`config.mk`:
```
export PLATFORM = sky130hd
export DESIGN_NAME = stack_sequencer
export DESIGN_NICKNAME = d
export VERILOG_FILES = /design/src/rtl/stack_sequencer.sv
export SDC_FILE = /design/constraint.sdc
export NUM_CORES = 1
export LEC_CHECK = 0
export BUFFER_PORTS_ARGS = -buffer_cell sky130_fd_sc_hd__buf_2
export CORE_MARGIN = 2
export CORE_UTILIZATION = 25
export DETAILED_ROUTE_END_ITERATION = 6
export HOLD_SLACK_MARGIN = 0.15
export SETUP_SLACK_MARGIN = 0.5
export SLEW_MARGIN = 5
export SYNTH_ARGS = -nofsm -noshare
export SYNTH_HDL_FRONTEND = slang
export SYNTH_SLANG_ARGS = --single-unit
```
`constraint.sdc`:
```
create_clock -name clk -period 4.25 [get_ports clk]
set_input_delay 1.0625 -clock clk [delete_from_list [all_inputs] [get_ports clk]]
set_output_delay 1.0625 -clock clk [all_outputs]
set_load 0.01 [all_outputs]
```
`src/rtl/stack_sequencer.sv`:
```
// ---------------------------------------------------------------------------
// stack_sequencer
//
// Walks the push and pop masks of a decoded stack instruction, issuing one
// 16-bit stack bus cycle per selected register. Pushes run first in ascending
// bit order (lowest set bit each time), pops follow in descending bit order
// (highest set bit each time). SP is tracked locally and written back once in
// the FINISH cycle.
//
// Ports:
//   clk, reset          core clock, asynchronous active-high reset
//   start               begin a sequence (only honoured while idle)
//   push_mask/pop_mask  STACK_* register masks, latched on accepted start
//   sp_in               SP at start, latched
//   operand_in          word pushed for STACK_OPERAND
//   reg_rdata           register-file read data for reg_sel
//   busy                high while a sequence is in flight (incl. done cycle)
//   mem_req/mem_wr      stack bus request, 1 = write
//   mem_addr/mem_wdata  SS-relative offset and push data
//   mem_ack/mem_rdata   transfer completion and pop data
//   reg_sel             one-hot register of the current transfer / writeback
//   reg_we/reg_wdata    register-file write strobe and data (pops)
//   operand_out/valid   popped STACK_OPERAND word and its update pulse
//   sp_we/sp_out        final SP write-back
//   done                one-cycle completion pulse
// ---------------------------------------------------------------------------
module stack_sequencer (
    input  logic        clk,
    input  logic        reset,
    input  logic        start,
    input  logic [15:0] push_mask,
    input  logic [15:0] pop_mask,
    input  logic [15:0] sp_in,
    input  logic [15:0] operand_in,
    input  logic [15:0] reg_rdata,
    output logic        busy,
    output logic        mem_req,
    output logic        mem_wr,
    output logic [15:0] mem_addr,
    output logic [15:0] mem_wdata,
    input  logic        mem_ack,
    input  logic [15:0] mem_rdata,
    output logic [15:0] reg_sel,
    output logic        reg_we,
    output logic [15:0] reg_wdata,
    output logic [15:0] operand_out,
    output logic        operand_valid,
    output logic        sp_we,
    output logic [15:0] sp_out,
    output logic        done
);

    localparam logic [15:0] STACK_SP         = 16'h0010;
    localparam logic [15:0] STACK_SP_DISCARD = 16'h0020;
    localparam logic [15:0] STACK_OPERAND    = 16'h8000;

    typedef enum logic [1:0] {IDLE, PUSH, POP, FINISH} state_t;

    state_t      state, next_state;
    logic [15:0] push_rem, pop_rem;
    logic [15:0] sp_cur, sp_orig;
    logic [15:0] push_bit, pop_bit;
    logic        push_skip;
    logic        wb_we, wb_op;
    logic [15:0] wb_sel, wb_data, operand_q;

    // Lowest set bit of the remaining push mask (two's-complement trick) and
    // highest set bit of the remaining pop mask (last match in the scan wins).
    always_comb begin
        push_bit = push_rem & (~push_rem + 16'd1);
        pop_bit  = '0;
        for (int i = 0; i < 16; i++) begin
            if (pop_rem[i]) pop_bit = 16'd1 << i;
        end
        push_skip = (push_bit == STACK_SP_DISCARD);
    end

    // State register; reset aborts any sequence in flight.
    always_ff @(posedge clk or posedge reset) begin
        if (reset) state <= IDLE;
        else       state <= next_state;
    end

    // Next-state logic. A bit retires on ack, or on its own for a pushed
    // SP_DISCARD, and the phase ends once the remaining mask would be empty.
    always_comb begin
        next_state = state;
        case (state)
            IDLE: begin
                if (start) begin
                    if (push_mask != 16'd0)     next_state = PUSH;
                    else if (pop_mask != 16'd0) next_state = POP;
                    else                        next_state = FINISH;
                end
            end
            PUSH: begin
                if ((push_skip || mem_ack) && ((push_rem & ~push_bit) == 16'd0))
                    next_state = (pop_rem != 16'd0) ? POP : FINISH;
            end
            POP: begin
                if (mem_ack && ((pop_rem & ~pop_bit) == 16'd0))
                    next_state = FINISH;
            end
            FINISH:  next_state = IDLE;
            default: next_state = IDLE;
        endcase
    end

    // Datapath: latched masks, SP tracking and the registered pop writeback.
    // Writeback strobes default low so they only last one cycle.
    always_ff @(posedge clk or posedge reset) begin
        if (reset) begin
            push_rem  <= '0;
            pop_rem   <= '0;
            sp_cur    <= '0;
            sp_orig   <= '0;
            wb_we     <= 1'b0;
            wb_op     <= 1'b0;
            wb_sel    <= '0;
            wb_data   <= '0;
            operand_q <= '0;
        end else begin
            wb_we <= 1'b0;
            wb_op <= 1'b0;
            case (state)
                IDLE: begin
                    if (start) begin
                        push_rem <= push_mask;
                        pop_rem  <= pop_mask;
                        sp_cur   <= sp_in;
                        sp_orig  <= sp_in;
                    end
                end
                PUSH: begin
                    if (push_skip) begin
                        push_rem <= push_rem & ~push_bit;
                    end else if (mem_ack) begin
                        push_rem <= push_rem & ~push_bit;
                        sp_cur   <= sp_cur - 16'd2;
                    end
                end
                POP: begin
                    if (mem_ack) begin
                        pop_rem <= pop_rem & ~pop_bit;
                        sp_cur  <= sp_cur + 16'd2;
                        wb_sel  <= pop_bit;
                        wb_data <= mem_rdata;
                        if (pop_bit == STACK_OPERAND) begin
                            wb_op     <= 1'b1;
                            operand_q <= mem_rdata;
                        end else if (pop_bit != STACK_SP && pop_bit != STACK_SP_DISCARD) begin
                            wb_we <= 1'b1;
                        end
                    end
                end
                default: ;
            endcase
        end
    end

    // Outputs. A pending register writeback owns reg_sel for its cycle, even
    // when it overlaps the next pop request.
    always_comb begin
        busy          = (state != IDLE);
        mem_req       = 1'b0;
        mem_wr        = 1'b0;
        mem_addr      = '0;
        mem_wdata     = '0;
        reg_sel       = '0;
        sp_we         = 1'b0;
        sp_out        = '0;
        done          = 1'b0;
        case (state)
            PUSH: begin
                if (!push_skip) begin
                    mem_req  = 1'b1;
                    mem_wr   = 1'b1;
                    mem_addr = sp_cur - 16'd2;
                    reg_sel  = push_bit;
                    if (push_bit == STACK_SP)           mem_wdata = sp_orig;
                    else if (push_bit == STACK_OPERAND) mem_wdata = operand_in;
                    else                                mem_wdata = reg_rdata;
                end
            end
            POP: begin
                mem_req  = 1'b1;
                mem_addr = sp_cur;
                reg_sel  = pop_bit;
            end
            FINISH: begin
                sp_we  = 1'b1;
                sp_out = sp_cur;
                done   = 1'b1;
            end
            default: ;
        endcase
        if (wb_we) reg_sel = wb_sel;
        reg_we        = wb_we;
        reg_wdata     = wb_we ? wb_data : 16'd0;
        operand_valid = wb_op;
        operand_out   = operand_q;
    end

endmodule

```
==> results_dict.tcl, run 1 <==
set metrics [dict create \
    outcome "finished, final reports clean" \
    rows 62 \
    vias_per_cell 4.929 \
    track_usage_pct 16.28 \
    cts_tree "built" \
    critPathCaptureType "output pin" \
    cts_root_buffer "clkbuf_16" \
    cts_max_level 4 \
    synth_area_leaders "dfrtp_1 40%, mux2_2 7.6%, nand2_1 6.0%, o21ai_0 5.6%, nor2_1 4.0%" \
    vias 7128 \
    initial_core_util_pct 25.28 \
    critical_path.slowest_cell "or4_4" \
    cts_buffers 17 \
    cellPowerDensity_mw_per_mm2 770.2 \
    intPower_mw 4.097 \
    holdCritPathClass "flop to flop" \
    maxSlewHeadroom_pct 33.78 \
    grt_overflow 0 \
    p_switching_mw 3.482 \
    skew_ps 12.36 \
    clkTransAtPathRegs_ps 70 \
    cap_violations 0 \
    synth_edf_count 0 \
    tns_ps 0 \
    die_height_um 173.9 \
    synth.avg_cell_area_um2 8.631 \
    fin_nets 1153 \
    clk-insertion-delay-late_ps 420 \
    synth-main-ff-cell "dfrtp_1" \
    first_global_vias 7083 \
    final_layout_size_suffix_gt1_share_pct 38.90 \
    drv_slew 0 \
    finalHoldViolCount 0 \
    seqPwrFrac_pct 29.1 \
    crit_path_max_incr_delay_ps 540 \
    hold_start "wb_sel[14]" \
    start_kind "flop" \
    hold_slack_ps 478.0 \
    yosysTopAreaCell "dfrtp_1" \
    synth.distinct_cells 66 \
    period_share_pct 97.55 \
    drtAntennaViolNets 0 \
    rsz0062_at_grt "yes" \
    path_cells "or4_4 -> or4_4 -> or3_4 -> nor2_4 -> buf_6 -> nand2_8 -> mux2i_2 -> a211oi_2 -> buf_2" \
    gp_congestion 0.8096 \
    worstMarginPinSlew_ps 990.5 \
    antenna_found_initial 4 \
    synth-seq-cells 116 \
    final_core_util_pct 34.47 \
    netlist.area_leader.share_pct 40.23 \
    layout_min_cycle_time_ps 4146 \
    p_sw_share_pct 45.94 \
    cp_common_cell "or4_4" \
    p_comb_share_pct 51.3 \
    fmax_mhz 241.2 \
    placed_area_mm2 0.008730 \
    pwr-share-clk_pct 19.6 \
    ys_warn_count 0 \
    setup_viol 0 \
    synthCells 836 \
    ir_drop_mv 0.3034 \
    final_cell_mix "201 x buf_2, 113 x nand2_1, 106 x dfrtp_1" \
    yosysSeqAreaShare_pct 40.23 \
    wirelength_um 24790 \
    syn-num-nets 943 \
    drtPass1Iterations 5 \
    core_area_mm2 0.02855 \
    required_ps 3190 \
    final_area_mm2 0.009841 \
    hold_path_depth 2 \
    drc_errors 0 \
    cp.arrival_ps 3080 \
    ff2ff_setup_slack_ps 1050 \
    cts_buffer_depth 2 \
    hpwl_um 17590 \
    syn-cell-area_mm2 0.007216 \
    cts_sinks 116 \
    min_to "wb_sel[14]" \
    drtIter0Drc 493 \
    critPathMaxFanout 8 \
    dieArea_mm2 0.03024 \
    critPathKind "flop to output pin" \
    async_flop_share_pct 100.0 \
    grt_max_degree 48 \
    io_pins 203 \
    areaGrowthSynthToFinish_pct 36.38 \
    io_buffers 202 \
    cts_hold_buffers 0 \
    r2r_cells 9 \
    power_leakage_nw 4.537 \
    final_common_cell "buf_2" \
    grt_pass1_wl_um 39260 \
    fp.dieW_um 173.9 \
    r2r-start "push_rem[3]" \
    wl_per_cell_um 17.15 \
    worstReg2RegEnd "state[0]" \
]
==> worst max-delay path, delay by kind of cell (launching register included) <==
kind | cells | cell delay [ps]
buffers and inverters | 2 | 280
AO/OA/AOI/OAI | 1 | 210
AND/OR/NAND/NOR | 5 | 1580
flip-flops | 1 | 390
multiplexers | 1 | 200
==> synthesized netlist by cell type, drive strengths merged, types with 7 or more instances <==
cell	n
dfrtp	116
nand2	116
o21ai	81
nor2	77
clkbuf	62
mux2	50
and2	34
a21oi	33
a211oi	25
nor3	21
a22o	20
mux2i	19
inv	16
nor4	14
nand3	9
or3	9
a2bb2oi	7
ha	7
nand4	7
xnor2	7
==> cell type report <==
type                       instances  area [µm²]
clock buffer                      17       425.4
multi-input combinational        635        4278
timing repair buffer             258        1481
antenna                            3       7.507
fill                            3022       18710
sequential                       116        2915
clock inverter                    15       177.7
tap                              384       480.5
inverter                          18       75.07
==> flip-flops by register name, indices dropped and copies added, names as in the netlist <==
register,count
push_rem,16
sp_cur,16
operand_out,16
pop_rem,16
operand_valid,1
wb_data,16
state,2
reg_we,1
sp_orig,16
wb_sel,16
==> cells by family after synthesis <==
| logic type | Yosys count | synth area share (%) |
|---|---|---|
| fa+ha+maj | 10 | 1.630 |
| xor+xnor | 11 | 1.335 |
| simple gates | 319 | 20.95 |
| flops | 116 | 40.23 |
| compound gates | 225 | 20.74 |
| buf+inv | 86 | 4.682 |
| mux | 69 | 10.44 |
==> repair_timing <==
action                                  in CTS  in global routing
gates resized for setup                     32                 37
cloned                                       1                  0
pin swaps                                    6                  8
endpoints found under the setup margin      38                 37
buffers inserted                            24                 10
==> worst max path at each step <==
stage,startpoint,endpoint,slack [ps],depth (start not counted)
after floorplan,push_rem[3],mem_wdata[10],350,10
after global placement,push_rem[1],mem_wdata[10],420,8
after detailed placement,push_rem[3],mem_wdata[10],370,8
after CTS,push_rem[3],mem_wdata[7],150,9
after global routing,push_rem[3],mem_wdata[4],40,9
final,push_rem[3],mem_wdata[5],100,9
==> power by group through the flow <==
stage | combinational [mW] | clock [mW] | sequential, mW
CTS | 3.78 | 1.52 | 2.17
global route | 4.31 | 1.56 | 2.28
finish | 3.89 | 1.49 | 2.20
global placement | 3.54 | 0 | 2.18
detailed placement | 3.58 | 0 | 2.20
floorplan | 2.63 | 0 | 1.97
==> through the flow <==
stage	worst slack (ps)	instances	total power, mW
after floorplan	353.1	836	4.599
after global placement	422.9	1376	5.719
after detailed placement	365.2	1376	5.771
after CTS	154.5	1433	7.469
after global routing	36.18	1444	8.152
final	104.1	1446	7.580
==> layer usage <==
| metal | vias to the layer above | wire (µm) | track usage, % |
|---|---|---|---|
| li1 | 3429 | - | - |
| met2 | 215 | 11750 | 26.84 |
| met5 | - | 24 | 0 |
| met3 | 33 | 1370 | 4.068 |
| met4 | 4 | 636 | 5.847 |
| met1 | 3447 | 11010 | 20.68 |
Note: power is estimated with default switching activity, not from simulation.
==> run 2: changes to the inputs <==
--- a/config.mk
+++ b/config.mk
@@ -10,6 +10,7 @@
 export CORE_UTILIZATION = 25
 export DETAILED_ROUTE_END_ITERATION = 6
 export HOLD_SLACK_MARGIN = 0.15
+export PLACE_DENSITY = 0.52
 export SETUP_SLACK_MARGIN = 0.5
 export SLEW_MARGIN = 5
 export SYNTH_ARGS = -nofsm -noshare
==> results_dict.tcl, run 2 (synthesis results as in run 1) <==
set metrics [dict create \
    r2r_cells 11 \
    final_cell_mix "201 x buf_2, 113 x nand2_1, 108 x dfrtp_1" \
    grt_max_degree 117 \
    power_leakage_nw 4.524 \
    finalHoldViolCount 0 \
    wl_per_cell_um 17.69 \
    rows 62 \
    clk-insertion-delay-late_ps 430 \
    fmax_mhz 243.3 \
    grt_util_met3_pct 3.893 \
    power_mw 7.556 \
    hpwl_um 17940 \
    critPathCaptureType "output pin" \
    drc_errors 0 \
    grtUsageMet2_pct 27.44 \
    areaGrowthSynthToFinish_pct 35.70 \
    hold_path_depth 2 \
    busiest_layer "met2" \
    crit_path_max_incr_delay_ps 540 \
    cts_buffers 17 \
    cap_violations 0 \
    maxSlewHeadroom_pct 32.66 \
    rsz0062_at_grt "yes" \
    grt_overflow 0 \
    critical_path.slowest_cell "or4_4" \
    ff2ff_setup_slack_ps 830 \
    grt_pass1_wl_um 39710 \
    antenna_found_initial 0 \
    critPathMaxFanout 3 \
    first_global_vias 6882 \
    ir_drop_mv 0.2918 \
    outcome "finished, final reports clean" \
    drtIter0Drc 472 \
    required_ps 3190 \
    cts_root_buffer "clkbuf_16" \
    wirelength_um 25460 \
    core_area_mm2 0.02855 \
    vias_per_cell 4.985 \
    vias 7174 \
    final_common_cell "buf_2" \
    fin_nets 1149 \
    final_layout_size_suffix_gt1_share_pct 38.39 \
    cp.arrival_ps 3050 \
    track_usage_pct 16.66 \
    worstMarginPinSlew_ps 1006 \
    dieArea_mm2 0.03024 \
    start_kind "flop" \
    holdCritPathClass "flop to flop" \
    cellPowerDensity_mw_per_mm2 771.7 \
    period_share_pct 96.72 \
    die_height_um 173.9 \
    diodes 0 \
    layout_min_cycle_time_ps 4111 \
    cts_buffer_depth 2 \
    critPathKind "flop to output pin" \
    setup_viol 0 \
    clkTransAtPathRegs_ps 70 \
    initial_core_util_pct 25.28 \
    fillers 3067 \
    cts_tree "built" \
    drtPass1Iterations 5 \
    cts_max_level 4 \
    gp_congestion 0.8152 \
    cp_common_cell "buf_6" \
    skew_ps 14.74 \
    tns_ps 0 \
    drv_slew 0 \
    fp.dieW_um 173.9 \
    io_pins 203 \
    path_cells "or4_4 -> or4_4 -> or3_4 -> buf_4 -> buf_6 -> buf_6 -> buf_6 -> nor2_4 -> a2bb2oi_2 -> o21ai_1 -> buf_2" \
    grt_use_met1_pct 21.97 \
    cts_sinks 116 \
    io_buffers 202 \
    drtAntennaViolNets 0 \
]
[run 2: layout make-up]
cell class	count	area (µm²)	share of cell area, %
Timing Repair Buffer	254	1439	14.69
Tap cell	384	480.5	4.907
Sequential cell	116	2913	29.75
Inverter	18	75.07	0.7667
Clock buffer	17	425.4	4.344
Clock inverter	15	160.2	1.636
Multi-Input combinational cell	635	4299	43.90
[run 2: what timing repair did]
action / in CTS / in global routing
gates resized for setup: 30 / 39
pin swaps: 8 / 14
endpoints found under the setup margin: 35 / 35
cloned: 1 / 0
setup buffers: 16 / 14
hold buffers: 0 / 0
[run 2: worst paths after layout]
kind | from | to
max reg2reg | push_rem[2] | state[0]
min | wb_sel[15] | wb_sel[15]
min reg2reg | wb_sel[15] | wb_sel[15]
min in group asynchronous | reset | operand_valid
max in group asynchronous | reset | sp_cur[1]
max | push_rem[2] | reg_sel[14]
[run 2: routing by layer]
metal	vias up	share of wire [%]
li1	3413	-
met1	3516	44
met2	218	49
met3	27	5.3
met4	0	1.6
met5	-	0
[run 2: worst max-delay path: cells and delay by family, from the launching register on]
kind	cells	cell delay [ps]
simple gates	4	1430
compound gates	2	180
flops	1	380
buf+inv	5	640
[run 2: through the flow]
step / instance area (µm²) / cells / setup slack, ps / hold WS [ps] / util (%)
6_report: 9792 / 1439 / 139.5 / 478.6 / 34.30
3_3_place_gp: 8730 / 1376 / 319.9 / 462.3 / 30.58
3_5_place_dp: 8730 / 1376 / 276.1 / 464.3 / 30.58
5_1_grt: 9792 / 1439 / 38.39 / 494.3 / 34.30
4_1_cts: 9522 / 1425 / 129.4 / 481.0 / 33.35
2_1_floorplan: 7342 / 836 / 353.1 / 446.9 / -
[run 2: power breakdown]
part / leakage, nW / switching [mW] / total (mW) / internal, mW
Sequential: 1.43 / 0.591 / 2.22 / 1.63
Combinational: 2.81 / 2.27 / 3.91 / 1.64
Clock: 0.283 / 0.646 / 1.43 / 0.783
Total: 4.52 / 3.51 / 7.56 / 4.05
